===== src/rtl/block_scan_read_ctrl_if.sv =====
// AXI read address/data channel bundle between the block scan reader and memory.
interface block_scan_read_ctrl_if #(
  parameter int unsigned ADDR_WIDTH = 32
);
  logic [ADDR_WIDTH-1:0] araddr;
  logic [7:0]            arlen;
  logic                  arvalid;
  logic                  arready;
  logic                  rvalid;
  logic                  rlast;
  logic                  rready;

  modport master (
    output araddr, arlen, arvalid, rready,
    input  arready, rvalid, rlast
  );

  modport slave (
    input  araddr, arlen, arvalid, rready,
    output arready, rvalid, rlast
  );
endinterface


===== src/rtl/block_scan_read_ctrl.sv =====
// Queues frame base addresses and scans each frame as BLOCK_SIZE x BLOCK_SIZE tiles,
// issuing one AXI read burst per tile row with an outstanding-burst limit.
module block_scan_read_ctrl #(
  parameter int unsigned ADDR_WIDTH      = 32,
  parameter int unsigned BLOCK_SIZE      = 8,
  parameter int unsigned BYTES_PER_PIXEL = 4,
  parameter int unsigned FRAME_Q_DEPTH   = 2,
  parameter int unsigned MAX_OUTSTANDING = 4
) (
  input  logic                   clk,
  input  logic                   rst,
  input  logic [15:0]            frame_width,
  input  logic [15:0]            frame_height,
  input  logic                   enable,
  input  logic                   frame_ready,
  input  logic [ADDR_WIDTH-1:0]  base_addr_in,
  block_scan_read_ctrl_if.master axi,
  input  logic                   consumer_ready,
  output logic                   start_of_frame,
  output logic                   start_of_block,
  output logic                   end_of_frame,
  output logic [ADDR_WIDTH-1:0]  base_addr_out,
  output logic [31:0]            block_count,
  output logic                   busy,
  output logic                   q_overflow,
  output logic                   protocol_err
);
  localparam int unsigned LogBs  = $clog2(BLOCK_SIZE);
  localparam int unsigned LogBpp = $clog2(BYTES_PER_PIXEL);
  localparam int unsigned PtrW   = (FRAME_Q_DEPTH > 1) ? $clog2(FRAME_Q_DEPTH) : 1;
  localparam int unsigned CntW   = $clog2(FRAME_Q_DEPTH + 1);
  localparam logic [PtrW-1:0]       PtrLast  = PtrW'(FRAME_Q_DEPTH - 1);
  localparam logic [CntW-1:0]       QFull    = CntW'(FRAME_Q_DEPTH);
  localparam logic [3:0]            MaxOut   = 4'(MAX_OUTSTANDING);
  localparam logic [5:0]            RowLast  = 6'(BLOCK_SIZE - 1);
  localparam logic [ADDR_WIDTH-1:0] TileStep = ADDR_WIDTH'(BLOCK_SIZE * BYTES_PER_PIXEL);

  typedef enum logic [1:0] {StIdle, StIssue, StDrain, StDone} state_e;

  state_e                state;
  logic [ADDR_WIDTH-1:0] q_mem [FRAME_Q_DEPTH];
  logic [PtrW-1:0]       rd_ptr, wr_ptr;
  logic [CntW-1:0]       q_cnt;
  logic [3:0]            outstanding, out_next;
  logic [15:0]           bx, by, bx_last, by_last, new_bx, new_by;
  logic [5:0]            row;
  logic [ADDR_WIDTH-1:0] line_stride, tile_row_stride, new_line_stride;
  logic [ADDR_WIDTH-1:0] araddr_q, tile_addr, tile_row_addr;
  logic [7:0]            arlen_q;
  logic                  arvalid_q, first_ar, zero_sof;
  logic                  q_empty, q_full, start_frame, q_push, ar_hs, r_done, r_err, last_ar;

  always_comb begin
    new_bx          = frame_width >> LogBs;
    new_by          = frame_height >> LogBs;
    new_line_stride = ADDR_WIDTH'(frame_width) << LogBpp;
    q_empty         = (q_cnt == '0);
    q_full          = (q_cnt == QFull);
    start_frame     = (state == StIdle) && !q_empty && enable;
    // A pop in the same cycle frees the slot a push to a full queue needs.
    q_push          = frame_ready && (!q_full || start_frame);
    ar_hs           = arvalid_q && axi.arready;
    r_done          = axi.rvalid && axi.rready && axi.rlast;
    r_err           = r_done && !ar_hs && (outstanding == '0);
    out_next        = outstanding;
    if (ar_hs && !r_done) begin
      out_next = outstanding + 4'd1;
    end else if (r_done && !ar_hs && (outstanding != '0)) begin
      out_next = outstanding - 4'd1;
    end
    last_ar = ar_hs && (row == RowLast) && (bx == bx_last) && (by == by_last);
  end

  always_ff @(posedge clk) begin
    if (q_push) begin
      q_mem[wr_ptr] <= base_addr_in;
    end
  end

  always_ff @(posedge clk or posedge rst) begin
    if (rst) begin
      state           <= StIdle;
      rd_ptr          <= '0;
      wr_ptr          <= '0;
      q_cnt           <= '0;
      outstanding     <= '0;
      bx              <= '0;
      by              <= '0;
      bx_last         <= '0;
      by_last         <= '0;
      row             <= '0;
      line_stride     <= '0;
      tile_row_stride <= '0;
      araddr_q        <= '0;
      tile_addr       <= '0;
      tile_row_addr   <= '0;
      arlen_q         <= '0;
      arvalid_q       <= 1'b0;
      first_ar        <= 1'b0;
      zero_sof        <= 1'b0;
      end_of_frame    <= 1'b0;
      base_addr_out   <= '0;
      block_count     <= '0;
      q_overflow      <= 1'b0;
      protocol_err    <= 1'b0;
    end else begin
      arlen_q      <= 8'(BLOCK_SIZE - 1);
      zero_sof     <= 1'b0;
      end_of_frame <= 1'b0;
      outstanding  <= out_next;
      if (r_err) protocol_err <= 1'b1;
      if (frame_ready && !q_push) q_overflow <= 1'b1;

      if (q_push) wr_ptr <= (wr_ptr == PtrLast) ? '0 : wr_ptr + 1'b1;
      if (start_frame) rd_ptr <= (rd_ptr == PtrLast) ? '0 : rd_ptr + 1'b1;
      if (q_push && !start_frame) begin
        q_cnt <= q_cnt + 1'b1;
      end else if (!q_push && start_frame) begin
        q_cnt <= q_cnt - 1'b1;
      end

      unique case (state)
        StIdle: begin
          if (start_frame) begin
            base_addr_out <= q_mem[rd_ptr];
            block_count   <= '0;
            if ((new_bx == '0) || (new_by == '0)) begin
              state        <= StDone;
              zero_sof     <= 1'b1;
              end_of_frame <= 1'b1;
            end else begin
              state           <= StIssue;
              bx_last         <= new_bx - 16'd1;
              by_last         <= new_by - 16'd1;
              line_stride     <= new_line_stride;
              tile_row_stride <= new_line_stride << LogBs;
              bx              <= '0;
              by              <= '0;
              row             <= '0;
              araddr_q        <= q_mem[rd_ptr];
              tile_addr       <= q_mem[rd_ptr];
              tile_row_addr   <= q_mem[rd_ptr];
              first_ar        <= 1'b1;
              arvalid_q       <= (out_next < MaxOut);
            end
          end
        end
        StIssue: begin
          // Once raised, arvalid cannot drop: out_next only falls until the handshake.
          arvalid_q <= !last_ar && (out_next < MaxOut);
          if (ar_hs) begin
            first_ar <= 1'b0;
            if (row == '0) block_count <= block_count + 32'd1;
            if (last_ar) state <= StDrain;
            if (row != RowLast) begin
              row      <= row + 6'd1;
              araddr_q <= araddr_q + line_stride;
            end else begin
              row <= '0;
              if (bx != bx_last) begin
                bx        <= bx + 16'd1;
                tile_addr <= tile_addr + TileStep;
                araddr_q  <= tile_addr + TileStep;
              end else begin
                bx            <= '0;
                by            <= by + 16'd1;
                tile_row_addr <= tile_row_addr + tile_row_stride;
                tile_addr     <= tile_row_addr + tile_row_stride;
                araddr_q      <= tile_row_addr + tile_row_stride;
              end
            end
          end
        end
        StDrain: begin
          if (outstanding == '0) begin
            state        <= StDone;
            end_of_frame <= 1'b1;
          end
        end
        StDone: state <= StIdle;
        default: state <= StIdle;
      endcase
    end
  end

  assign axi.araddr     = araddr_q;
  assign axi.arlen      = arlen_q;
  assign axi.arvalid    = arvalid_q;
  assign axi.rready     = consumer_ready;
  assign start_of_block = ar_hs && (row == '0);
  assign start_of_frame = (ar_hs && first_ar) || zero_sof;
  assign busy           = (state != StIdle);

endmodule


===== src/flat_wrapper.sv =====
// flat-port wrapper written by rule: the top's interface ports become plain ports
module block_scan_read_ctrl_flat 
#(
  parameter int unsigned ADDR_WIDTH      = 32,
  parameter int unsigned BLOCK_SIZE      = 8,
  parameter int unsigned BYTES_PER_PIXEL = 4,
  parameter int unsigned FRAME_Q_DEPTH   = 2,
  parameter int unsigned MAX_OUTSTANDING = 4
)
  (clk, rst, frame_width, frame_height, enable, frame_ready, base_addr_in, consumer_ready, start_of_frame, start_of_block, end_of_frame, base_addr_out, block_count, busy, q_overflow, protocol_err, axi_araddr, axi_arlen, axi_arvalid, axi_rready, axi_arready, axi_rvalid, axi_rlast);
  block_scan_read_ctrl_if #(.ADDR_WIDTH(ADDR_WIDTH)) axi_i ();
  input  logic clk;
  input  logic rst;
  input  logic [15:0] frame_width;
  input  logic [15:0] frame_height;
  input  logic enable;
  input  logic frame_ready;
  input  logic [ADDR_WIDTH-1:0] base_addr_in;
  input  logic consumer_ready;
  output logic start_of_frame;
  output logic start_of_block;
  output logic end_of_frame;
  output logic [ADDR_WIDTH-1:0] base_addr_out;
  output logic [31:0] block_count;
  output logic busy;
  output logic q_overflow;
  output logic protocol_err;
  output wire logic [$bits(axi_i.araddr)-1:0] axi_araddr;
  output wire logic [$bits(axi_i.arlen)-1:0] axi_arlen;
  output wire logic [$bits(axi_i.arvalid)-1:0] axi_arvalid;
  output wire logic [$bits(axi_i.rready)-1:0] axi_rready;
  input wire logic [$bits(axi_i.arready)-1:0] axi_arready;
  input wire logic [$bits(axi_i.rvalid)-1:0] axi_rvalid;
  input wire logic [$bits(axi_i.rlast)-1:0] axi_rlast;
  assign axi_araddr = axi_i.araddr;
  assign axi_arlen = axi_i.arlen;
  assign axi_arvalid = axi_i.arvalid;
  assign axi_rready = axi_i.rready;
  assign axi_i.arready = axi_arready;
  assign axi_i.rvalid = axi_rvalid;
  assign axi_i.rlast = axi_rlast;
  block_scan_read_ctrl #(.ADDR_WIDTH(ADDR_WIDTH), .BLOCK_SIZE(BLOCK_SIZE), .BYTES_PER_PIXEL(BYTES_PER_PIXEL), .FRAME_Q_DEPTH(FRAME_Q_DEPTH), .MAX_OUTSTANDING(MAX_OUTSTANDING)) u_core (.clk(clk), .rst(rst), .frame_width(frame_width), .frame_height(frame_height), .enable(enable), .frame_ready(frame_ready), .base_addr_in(base_addr_in), .axi(axi_i), .consumer_ready(consumer_ready), .start_of_frame(start_of_frame), .start_of_block(start_of_block), .end_of_frame(end_of_frame), .base_addr_out(base_addr_out), .block_count(block_count), .busy(busy), .q_overflow(q_overflow), .protocol_err(protocol_err));
endmodule

===== config.mk =====
export PLATFORM = sky130hd
export DESIGN_NAME = block_scan_read_ctrl_flat
export DESIGN_NICKNAME = d
export VERILOG_FILES = /design/src/rtl/block_scan_read_ctrl_if.sv /design/src/rtl/block_scan_read_ctrl.sv /design/src/flat_wrapper.sv
export SDC_FILE = /design/constraint.sdc
export NUM_CORES = 1
export LEC_CHECK = 0
export CORE_MARGIN = 2
export CORE_UTILIZATION = 40
export CTS_BUF_LIST = sky130_fd_sc_hd__clkbuf_2
export DETAILED_ROUTE_END_ITERATION = 6
export GPL_TIMING_DRIVEN = 1
export PLACE_DENSITY = 0.72
export SLEW_MARGIN = 20
export SYNTH_ARGS = -nofsm -noshare
export SYNTH_HDL_FRONTEND = slang
export SYNTH_SLANG_ARGS = --single-unit

===== constraint.sdc =====
create_clock -name clk -period 10.3 [get_ports clk]
set_input_delay 1.03 -clock clk [delete_from_list [all_inputs] [get_ports clk]]
set_output_delay 1.03 -clock clk [all_outputs]
set_load 0.1 [all_outputs]

**Word level (Yosys, flattened, before mapping)**

Memory sizes are Yosys's and may differ from the RTL's.
Index checks and enable logic that the tools add are counted.

- Flip-flop bits (word level): 263
- Memories: 1
- RAM bits: 64
- Output and inout bits: 112
- Word-level logic and storage cells: 163
- Input bits: 72

- Mux-type cells: 58
- Add/sub/neg operators: 15
- Reductions and logical operators: 47
- Bitwise gates (word level): 1
- Magnitude comparators: 1
- Equal/unequal tests: 17

Memories:

| name | words | bits a word | rd ports | clocked after Yosys merged registers in | write ports | line | text |
|---|---|---|---|---|---|---|---|
| u_core.q_mem | 2 | 32 | 1 | 0 | 1 | block_scan_read_ctrl.sv:41 | `logic [ADDR_WIDTH-1:0] q_mem [FRAME_Q_DEPTH];` |

Operator list:

| kind | count |
|---|---|
| 2-to-1 mux 32 bit | 13 |
| case mux 32 bit (2 select lines) | 4 |
| 2-to-1 mux 16 bit | 8 |
| case mux 16 bit (2 select lines) | 2 |
| adder 16 x 1 -> 16 bit, second input constant | 2 |
| adder 32 x 1 -> 32 bit, second input constant | 1 |
| adder 32 x 18 -> 32 bit | 1 |
| adder 32 x 21 -> 32 bit | 1 |
| adder 32 x 6 -> 32 bit, second input constant | 1 |
| == test 16 bit | 2 |
| logical NOT 16 bit | 2 |
| subtractor 13 x 1 -> 14 bit, second input constant | 2 |
| 2-to-1 mux 6 bit | 4 |
| logical AND 1 bit | 19 |
| != test 16 bit | 1 |
| 2-to-1 mux 2 bit | 7 |
| 2-to-1 mux 1 bit | 13 |
| case mux 6 bit (2 select lines) | 1 |
| AND reduction 4 bit | 3 |
| != test 2 x 1 -> 1 bit, second input constant | 5 |
| 2-to-1 mux 4 bit | 2 |
| case mux 2 bit (4 select lines) | 1 |
| logical NOT 1 bit | 7 |
| adder 6 x 1 -> 6 bit, second input constant | 1 |
| other kinds (23) | 36 |

**Longest topological paths before layout**

Gate-level depths: netlist of the first run.

- Depth in word-level cells: 10
- Depth in mapped cells: 12
- Depth with buffers taken out: 11

**Worst setup path before layout of the first run**

No wires, ideal clock.

- Path type: register to register
- Start: register u_core.araddr_q[8] (netlist: u_core.axi.araddr[8])
- End: register u_core.araddr_q[31] (netlist: u_core.axi.araddr[31])
- Period minus slack after synthesis: 3285 ps
- Path slack: 7015 ps
- Data arrival time: 3153 ps
- Cell stages (with the launch flop): 10
- Required time: 10169 ps
- Library setup time: 131 ps
- Path buffers: 2
- Cells stage by stage: dfrtp_1 ha_1 clkbuf_1 a2111oi_0 o21ai_0 a2111oi_0 o21a_1 buf_2 nor2_1 or3_1

- Word-level cells in the longest chain between the ends: 4

RTL lines:

| item | line | text |
|---|---|---|
| start, declared | block_scan_read_ctrl.sv:48 | `logic [ADDR_WIDTH-1:0] araddr_q, tile_addr, tile_row_addr;` |
| start signal, assigned | block_scan_read_ctrl.sv:140 | `araddr_q <= q_mem[rd_ptr];` |
| start signal, assigned | block_scan_read_ctrl.sv:157 | `araddr_q <= araddr_q + line_stride;` |
| start signal, assigned | block_scan_read_ctrl.sv:163 | `araddr_q <= tile_addr + TileStep;` |
| adder 32 x 18 -> 32 bit | block_scan_read_ctrl.sv:157 |  |
| 2-to-1 mux 32 bit | block_scan_read_ctrl.sv:155 | `if (row != RowLast) begin` |
| 2-to-1 mux 32 bit | block_scan_read_ctrl.sv:151 | `if (ar_hs) begin` |
| case mux 32 bit (2 select lines) | block_scan_read_ctrl.sv:122 | `unique case (state)` |

No other way between the ends. The select of a mux whose other input is x is not followed.
A chain may end at the register's enable or synchronous reset.

**Final worst setup path of the first run**

- Start: input axi_arready
- End: output start_of_block

- Word-level cells in the longest chain between the ends: 2

RTL lines:

| item | line | text |
|---|---|---|
| start, declared | flat_wrapper.sv:32 | `input wire logic [$bits(axi_i.arready)-1:0] axi_arready;` |
| logical AND 1 bit | block_scan_read_ctrl.sv:62 | `ar_hs = arvalid_q && axi.arready;` |
| logical AND 1 bit | block_scan_read_ctrl.sv:190 | `assign start_of_block = ar_hs && (row == '0);` |
| end, declared | flat_wrapper.sv:21 | `output logic start_of_block;` |

No other way between the ends.

==> results of run 1 <==
[final cells by class]
type | count | area [µm²]
fillers | 4023 | 22460
multi-input cells | 1360 | 8464
flip-flops and latches | 323 | 8404
repair buffers | 194 | 1894
well taps | 585 | 732.0
clock buffers | 118 | 590.6
clock inverters | 32 | 186.4
inverters | 36 | 142.6
diodes | 4 | 10.01
[power by group]
group	leakage, nW	internal (W)	switching [W]	total [W]
Combinational	4.13	0.000354	0.000808	0.00116
Sequential	4.03	0.00151	0.000179	0.00169
Clock	0.584	0.000362	0.000554	0.000916
[metrics by stage]
step,cells,hold slack [ps]
6_report,2652,474.0
5_1_grt,2652,481.9
4_1_cts,2648,481.7
3_5_place_dp,2498,458.7
3_3_place_gp,2498,444.0
2_1_floorplan,1809,443.9
[placed cells by master (no fill, tap or decap), types with 9 or more instances in the layout]
cell	synthesis	routed
a211oi_1	13	12
a21o_1	26	26
a21oi_1	81	81
a31oi_1	16	16
and2_1	10	10
and3_1	23	23
buf_4	10	19
clkbuf_2	0	118
clkdlybuf4s50_1	0	175
clkinv_1	1	22
dfrtp_1	259	258
edfxtp_1	64	64
ha_1	47	46
inv_1	35	33
mux2_2	21	21
mux2i_1	34	34
nand2_1	207	207
nand2b_1	9	9
nand3_1	58	57
nand4_1	39	39
nor2_1	211	208
nor3_1	41	41
nor4_1	23	23
o21a_1	13	13
o21ai_0	138	138
o22ai_1	11	11
or3_1	22	22
or4_1	11	11
xnor2_1	77	77
xor2_1	82	82
[metal layers]
layer / vias up / wire length [µm] / track usage [%] / part of all wire (%)
met5: - / 0 / 0 / 0
met2: 509 / 23160 / 35.82 / 48
met3: 114 / 2943 / 4.609 / 6.1
met1: 6989 / 20450 / 27.79 / 42
li1: 6895 / - / - / -
met4: 0 / 1676 / 9.034 / 3.5
[critical path: stages]
cell,delay [ps]
clkdlybuf4s50_1,480
and2_0,370
nand4b_2,260
inv_1,160
clkdlybuf4s50_1,1140
[cell usage after synthesis, types with 26 or more instances]
master    instances
xor2_1           82
nand3_1          58
dfrtp_1         259
nor3_1           41
a21oi_1          81
xnor2_1          77
edfxtp_1         64
ha_1             47
clkbuf_1         56
inv_1            35
nand4_1          39
nand2_1         207
o21ai_0         138
mux2i_1          34
a21o_1           26
nor2_1          211
[worst paths after layout]
| path | from | to | slack (ps) | cells past startpoint |
|---|---|---|---|---|
| setup / recovery | axi_arready | start_of_block | 5820 | 5 |
| hold / removal | u_core.protocol_err$_DFFE_PP0P_ | u_core.protocol_err$_DFFE_PP0P_ | 470 | 1 |
| setup reg to reg | u_core.state[1]$_DFFE_PP0P_ | u_core.axi.araddr[7]$_DFFE_PP0P_ | 6370 | 11 |
| hold reg to reg | u_core.protocol_err$_DFFE_PP0P_ | u_core.protocol_err$_DFFE_PP0P_ | 470 | 1 |
| max in group asynchronous | rst | u_core.tile_addr[19]$_DFFE_PP0P_ | 8160 | 3 |
| min in group asynchronous | rst | u_core.base_addr_out[23]$_DFFE_PP0P_ | 620 | 2 |
[state kept, by name, indices dropped and copies added (netlist names), 2 cells and up]
signal,cells
u_core.by_last,14
u_core.q_cnt,2
u_core.axi.araddr,32
u_core.by,16
u_core.tile_row_addr,32
u_core.outstanding,4
u_core.bx,16
u_core.tile_row_stride,16
u_core.state,2
u_core.q_mem,64
u_core.bx_last,14
u_core.block_count,32
u_core.base_addr_out,32
u_core.tile_addr,32
u_core.row,6
[cells by family after synthesis]
group | share of synthesized area [%]
AND/OR/NAND/NOR | 18.61
AO/OA/AOI/OAI | 14.82
flip-flops | 48.48
XOR/XNOR | 8.035
buffers and inverters | 3.054
multiplexers | 3.328
adder cells (fa/ha/maj) | 3.624
other | 0.04333
==> impl_metrics.json, run 1 <==
{
  "num_io_pins": 184,
  "grt.total_usage_pct": 21.74,
  "synthFlopType": "dfrtp_1",
  "die_area_um2": 45010,
  "worst_pin_slew_ps": 1082,
  "post-cts-setup-buffers": 0,
  "numCtsBuffers": 84,
  "ctsLongestPathBuffers": 3,
  "wl_um": 48230,
  "fin_crit_ps": 4485,
  "start_util_pct": 40.41,
  "post-dp-hpwl_um": 33630,
  "insertion_delay_ps": 1020,
  "p_per_area_nw_per_um2": 184.3,
  "clkTransAtPathRegs_ps": 90,
  "synthArstFlopShare_pct": 80.19,
  "wl_per_cell_um": 18.19,
  "seq_area_frac_synth_pct": 48.48,
  "dr.pass1.iters": 6,
  "gp_congestion": 0.9279,
  "ctsHoldBuffers": 0,
  "synthCells": 1805,
  "synth.area.top_cells": "dfrtp_1, edfxtp_1, nor2_1",
  "syn_area_um2": 17330,
  "final_critical_path_setup_slack_ps": 5815,
  "globalRoute.totalOverflow": 0,
  "cp.arrival_ps": 3450,
  "slew_viol_final": 0,
  "ant_nets": 0,
  "cts_sinks": 323,
  "syn2layout_area_growth_pct": 17.85,
  "htreeDepth": 3,
  "yosysUniqueCellTypes": 87,
  "fmax_ghz": 0.2230,
  "grt_pass1_vias": 14370,
  "status": "completed",
  "end_kind": "output pin",
  "utilization_pct": 47.63,
  "fin_nets": 2120,
  "start_kind": "primary input",
  "fin_skew_ps": 95.59,
  "setup_tns_ps": 0,
  "num_rows": 76,
  "vdd_drop_max_mv": 0.09992,
  "slew_headroom_pct": 27.67,
  "maxCapViolations": 0,
  "fp.dieH_um": 212.2,
  "synth-seq-cells": 323,
  "grt_pass1_wl_um": 76860,
  "cp_max_fo": 6,
  "fin_crit_sh_pct": 43.54,
  "ys_warn_count": 0,
  "finalSetupViolations": 0,
  "cts_resized": 0,
  "grt_start_max_net_pins": 133,
  "clockRootBuffer": "clkbuf_2",
  "via_per_inst": 5.470,
  "leakagePower_nw": 8.742,
  "hold_violations": 0,
  "die_w_um": 212.2,
  "port_buffers": 175,
  "num_vias": 14510,
  "drive_gt1_share_pct": 9.792,
  "synth_top_area_share_pct": 37.40,
  "core_um2": 42890,
  "pre_cts_slack_ps": 5617,
  "worstPathRequired_ps": 9270,
  "syn_area_per_cell_um2": 9.602,
  "hold_class": "reg -> reg",
  "power_w": 0.003765,
  "synth_edf_count": 64,
  "grt_antenna_before_repair": 2,
  "post_dp_cell_area_um2": 19630,
  "crit_type": "in -> out",
  "synth_area_leader_cell": "dfrtp_1",
  "cts_tree": "yes",
  "rsz0062_at_grt": "false",
  "drc": 0,
  "stdcell_area_um2": 20420,
  "drtIter0Drc": 1059
}
Power figures use the tool's default switching activity.
==> run 2, diff against run 1 <==
--- a/config.mk
+++ b/config.mk
@@ -10,7 +10,7 @@
 export CTS_BUF_LIST = sky130_fd_sc_hd__clkbuf_2
 export DETAILED_ROUTE_END_ITERATION = 6
 export GPL_TIMING_DRIVEN = 1
-export PLACE_DENSITY = 0.72
+export PLACE_DENSITY = 0.74
 export SLEW_MARGIN = 20
 export SYNTH_ARGS = -nofsm -noshare
 export SYNTH_HDL_FRONTEND = slang
==> constraint.sdc (replaced) <==
create_clock -name clk -period 4 [get_ports clk]
set_input_delay 0.4 -clock clk [delete_from_list [all_inputs] [get_ports clk]]
set_output_delay 0.4 -clock clk [all_outputs]
set_load 0.1 [all_outputs]
==> run 2 against run 1 <==
  * Power rose to 2.6 times the previous value
  * First-iteration DRC count up 7.2%
  * Worst setup slack worse by 5500 ps
  * Utilization up 1.3 points
  * Count of clock-buffer cells in the layout up 10
  * Critical path depth up 3
  * Die area unchanged
  * Largest cell class unchanged
==> impl_metrics.json, run 2 (synthesis results as in run 1) <==
{
  "status": "completed",
  "core_um2": 42890,
  "cts_tree": "yes",
  "p_per_area_nw_per_um2": 468.2,
  "via_per_inst": 5.489,
  "num_rows": 76,
  "drc": 0,
  "top_register": "u_core.q_mem",
  "slew_headroom_pct": 27.45,
  "fmax_ghz": 0.2709,
  "worstPathRequired_ps": 4810,
  "fin_crit_ps": 3691,
  "hold_start": "frame_width[2]",
  "cts_resized": 0,
  "globalRoute.totalOverflow": 0,
  "htreeDepth": 3,
  "fp.dieH_um": 212.2,
  "cp.arrival_ps": 4500,
  "syn2layout_area_growth_pct": 21.15,
  "fin_nets": 2178,
  "numCtsBuffers": 86,
  "p_sw_w": 0.003995,
  "cts_sinks": 323,
  "start_util_pct": 40.41,
  "ctsLongestPathBuffers": 3,
  "max_stage_delay_ps": 740,
  "port_buffers": 175,
  "maxCapViolations": 0,
  "drive_gt1_share_pct": 11.01,
  "die_w_um": 212.2,
  "min_path_cells": 2,
  "wl_per_cell_um": 18.16,
  "p_clk_share_pct": 24.7,
  "power_w": 0.009831,
  "post-cts-setup-buffers": 0,
  "pwr-share-seq_pct": 44.2,
  "internal-power_w": 0.005836,
  "p_sw_share_pct": 40.64,
  "fin_crit_sh_pct": 92.28,
  "drtIter0Drc": 1135,
  "hold_violations": 0,
  "crit_chain": "ha_1 > a2111oi_0 > o21ai_0 > a2111oi_0 > o21a_1 > o21ai_0 > a21o_1 > o311a_1",
  "holdWs_ps": 117.2,
  "grt_pass1_wl_um": 77980,
  "r2r_end": "u_core.axi.araddr[21]$_DFFE_PP0P_",
  "grt_start_max_net_pins": 95,
  "final_common_cell": "dfrtp_1",
  "min_to": "u_core.tile_row_stride[7]$_DFFE_PP0P_",
  "cp_max_fo": 13,
  "combPwrFrac_pct": 31.1,
  "post-dp-hpwl_um": 35380,
  "grt_antenna_before_repair": 1,
  "final_cell_mix": "dfrtp_1, nor2_1, nand2_1",
  "stdcell_area_um2": 21000,
  "setup_tns_ps": 0,
  "r2r_cells": 8,
  "r2r-start": "u_core.tile_row_stride[11]$_DFFE_PP0P_",
  "post_dp_cell_area_um2": 19790,
  "end_kind": "flop",
  "fin_skew_ps": 97.68,
  "utilization_pct": 48.96,
  "largest_reg_flops": 64,
  "num_vias": 14880,
  "slew_viol_final": 0,
  "crit_slowest_cell": "a2111oi_0",
  "r2r_slack_ps": 310,
  "dr.pass1.iters": 5,
  "crit_type": "reg -> reg",
  "gp_congestion": 0.9613,
  "insertion_delay_ps": 990,
  "wl_um": 49220,
  "grt_pass1_vias": 14730,
  "die_area_um2": 45010,
  "grt.total_usage_pct": 22.06,
  "num_io_pins": 184,
  "clkTransAtPathRegs_ps": 110,
  "leakagePower_nw": 9.037,
  "vdd_drop_max_mv": 0.2793,
  "finalSetupViolations": 0,
  "worst_pin_slew_ps": 1085,
  "ant_nets": 0,
  "hold_class": "in -> reg",
  "start_kind": "flop",
  "clockRootBuffer": "clkbuf_2",
  "rsz0062_at_grt": "false"
}
## run 2: cell types whose count changed in the layout (fill, tap and decap cells not counted), moves of 4 or more
cell	before	now
buf_4	19	35
clkbuf_2	118	128
clkinv_1	22	15
clkinv_2	4	8
dlygate4sd3_1	0	39
## run 2: critical path: cells and delay by family, from the launching register on
kind,cells,cell delay (ps)
DFF,1,470
adders and majority gates,1,420
AOI/OAI and AO/OA,7,2640
## run 2: worst max path at each step
stage | from | endpoint | slack [ps] | cells after the start
floorplan | rst | u_core.axi.araddr[0]$_DFFE_PP0P_ | 190 | 1
global placement | frame_width[6] | u_core.axi.araddr[31]$_DFFE_PP0P_ | 490 | 9
detailed placement | frame_width[6] | u_core.axi.araddr[31]$_DFFE_PP0P_ | 470 | 9
CTS | u_core.state[0]$_DFFE_PP0P_ | busy | 290 | 4
global route | u_core.tile_row_stride[11]$_DFFE_PP0P_ | u_core.axi.araddr[21]$_DFFE_PP0P_ | 90 | 8
finish | u_core.tile_row_stride[11]$_DFFE_PP0P_ | u_core.axi.araddr[21]$_DFFE_PP0P_ | 310 | 8
## run 2: power groups by stage
stage / Sequential [W] / Combinational, W / Clock [W]
final: 0.00435 / 0.00306 / 0.00243
after global routing: 0.00441 / 0.00329 / 0.00268
after CTS: 0.00434 / 0.00306 / 0.00251
after detailed placement: 0.00440 / 0.00303 / 0
after global placement: 0.00438 / 0.00296 / 0
after floorplan: 0.00513 / 0.00137 / 0
## run 2: metrics by stage
step | cells | setup slack (ps)
floorplan | 1809 | 186.4
global placement | 2515 | 489.1
detailed placement | 2515 | 465.9
CTS | 2709 | 286.1
global route | 2711 | 92.59
finish | 2711 | 308.6
## run 2: layer usage
| metal | share of wire, % | track usage, % | up-vias |
|---|---|---|---|
| met5 | 0 | 0 | - |
| li1 | - | - | 7029 |
| met1 | 41 | 27.38 | 7191 |
| met4 | 3.7 | 9.908 | 0 |
| met3 | 6.3 | 4.505 | 121 |
| met2 | 49 | 37.12 | 541 |
## run 2: repair_timing
item,in CTS,in global routing
setup endpoints to repair,0,0
endpoints found under the hold margin,102,2
hold buffers,38,1
## run 2: cell type report
| type | count | area, µm² |
|---|---|---|
| Multi-Input combinational cell | 1360 | 8459 |
| Timing Repair Buffer | 250 | 2445 |
| Clock inverter | 28 | 175.2 |
| Sequential cell | 323 | 8404 |
| Antenna cell | 1 | 2.502 |
| Tap cell | 585 | 732.0 |
| Inverter | 36 | 138.9 |
| Fill cell | 3981 | 21890 |
| Clock buffer | 128 | 640.6 |
==> run 3, diff against run 2 <==
--- a/config.mk
+++ b/config.mk
@@ -5,9 +5,11 @@
 export SDC_FILE = /design/constraint.sdc
 export NUM_CORES = 1
 export LEC_CHECK = 0
+export ABC_CLOCK_PERIOD_IN_PS = 4000
 export CORE_MARGIN = 2
 export CORE_UTILIZATION = 40
 export CTS_BUF_LIST = sky130_fd_sc_hd__clkbuf_2
+export CTS_CLUSTER_SIZE = 28
 export DETAILED_ROUTE_END_ITERATION = 6
 export GPL_TIMING_DRIVEN = 1
 export PLACE_DENSITY = 0.74
==> results of run 3 <==
The final DEF is identical to that of run 2; final timing and power are the same.
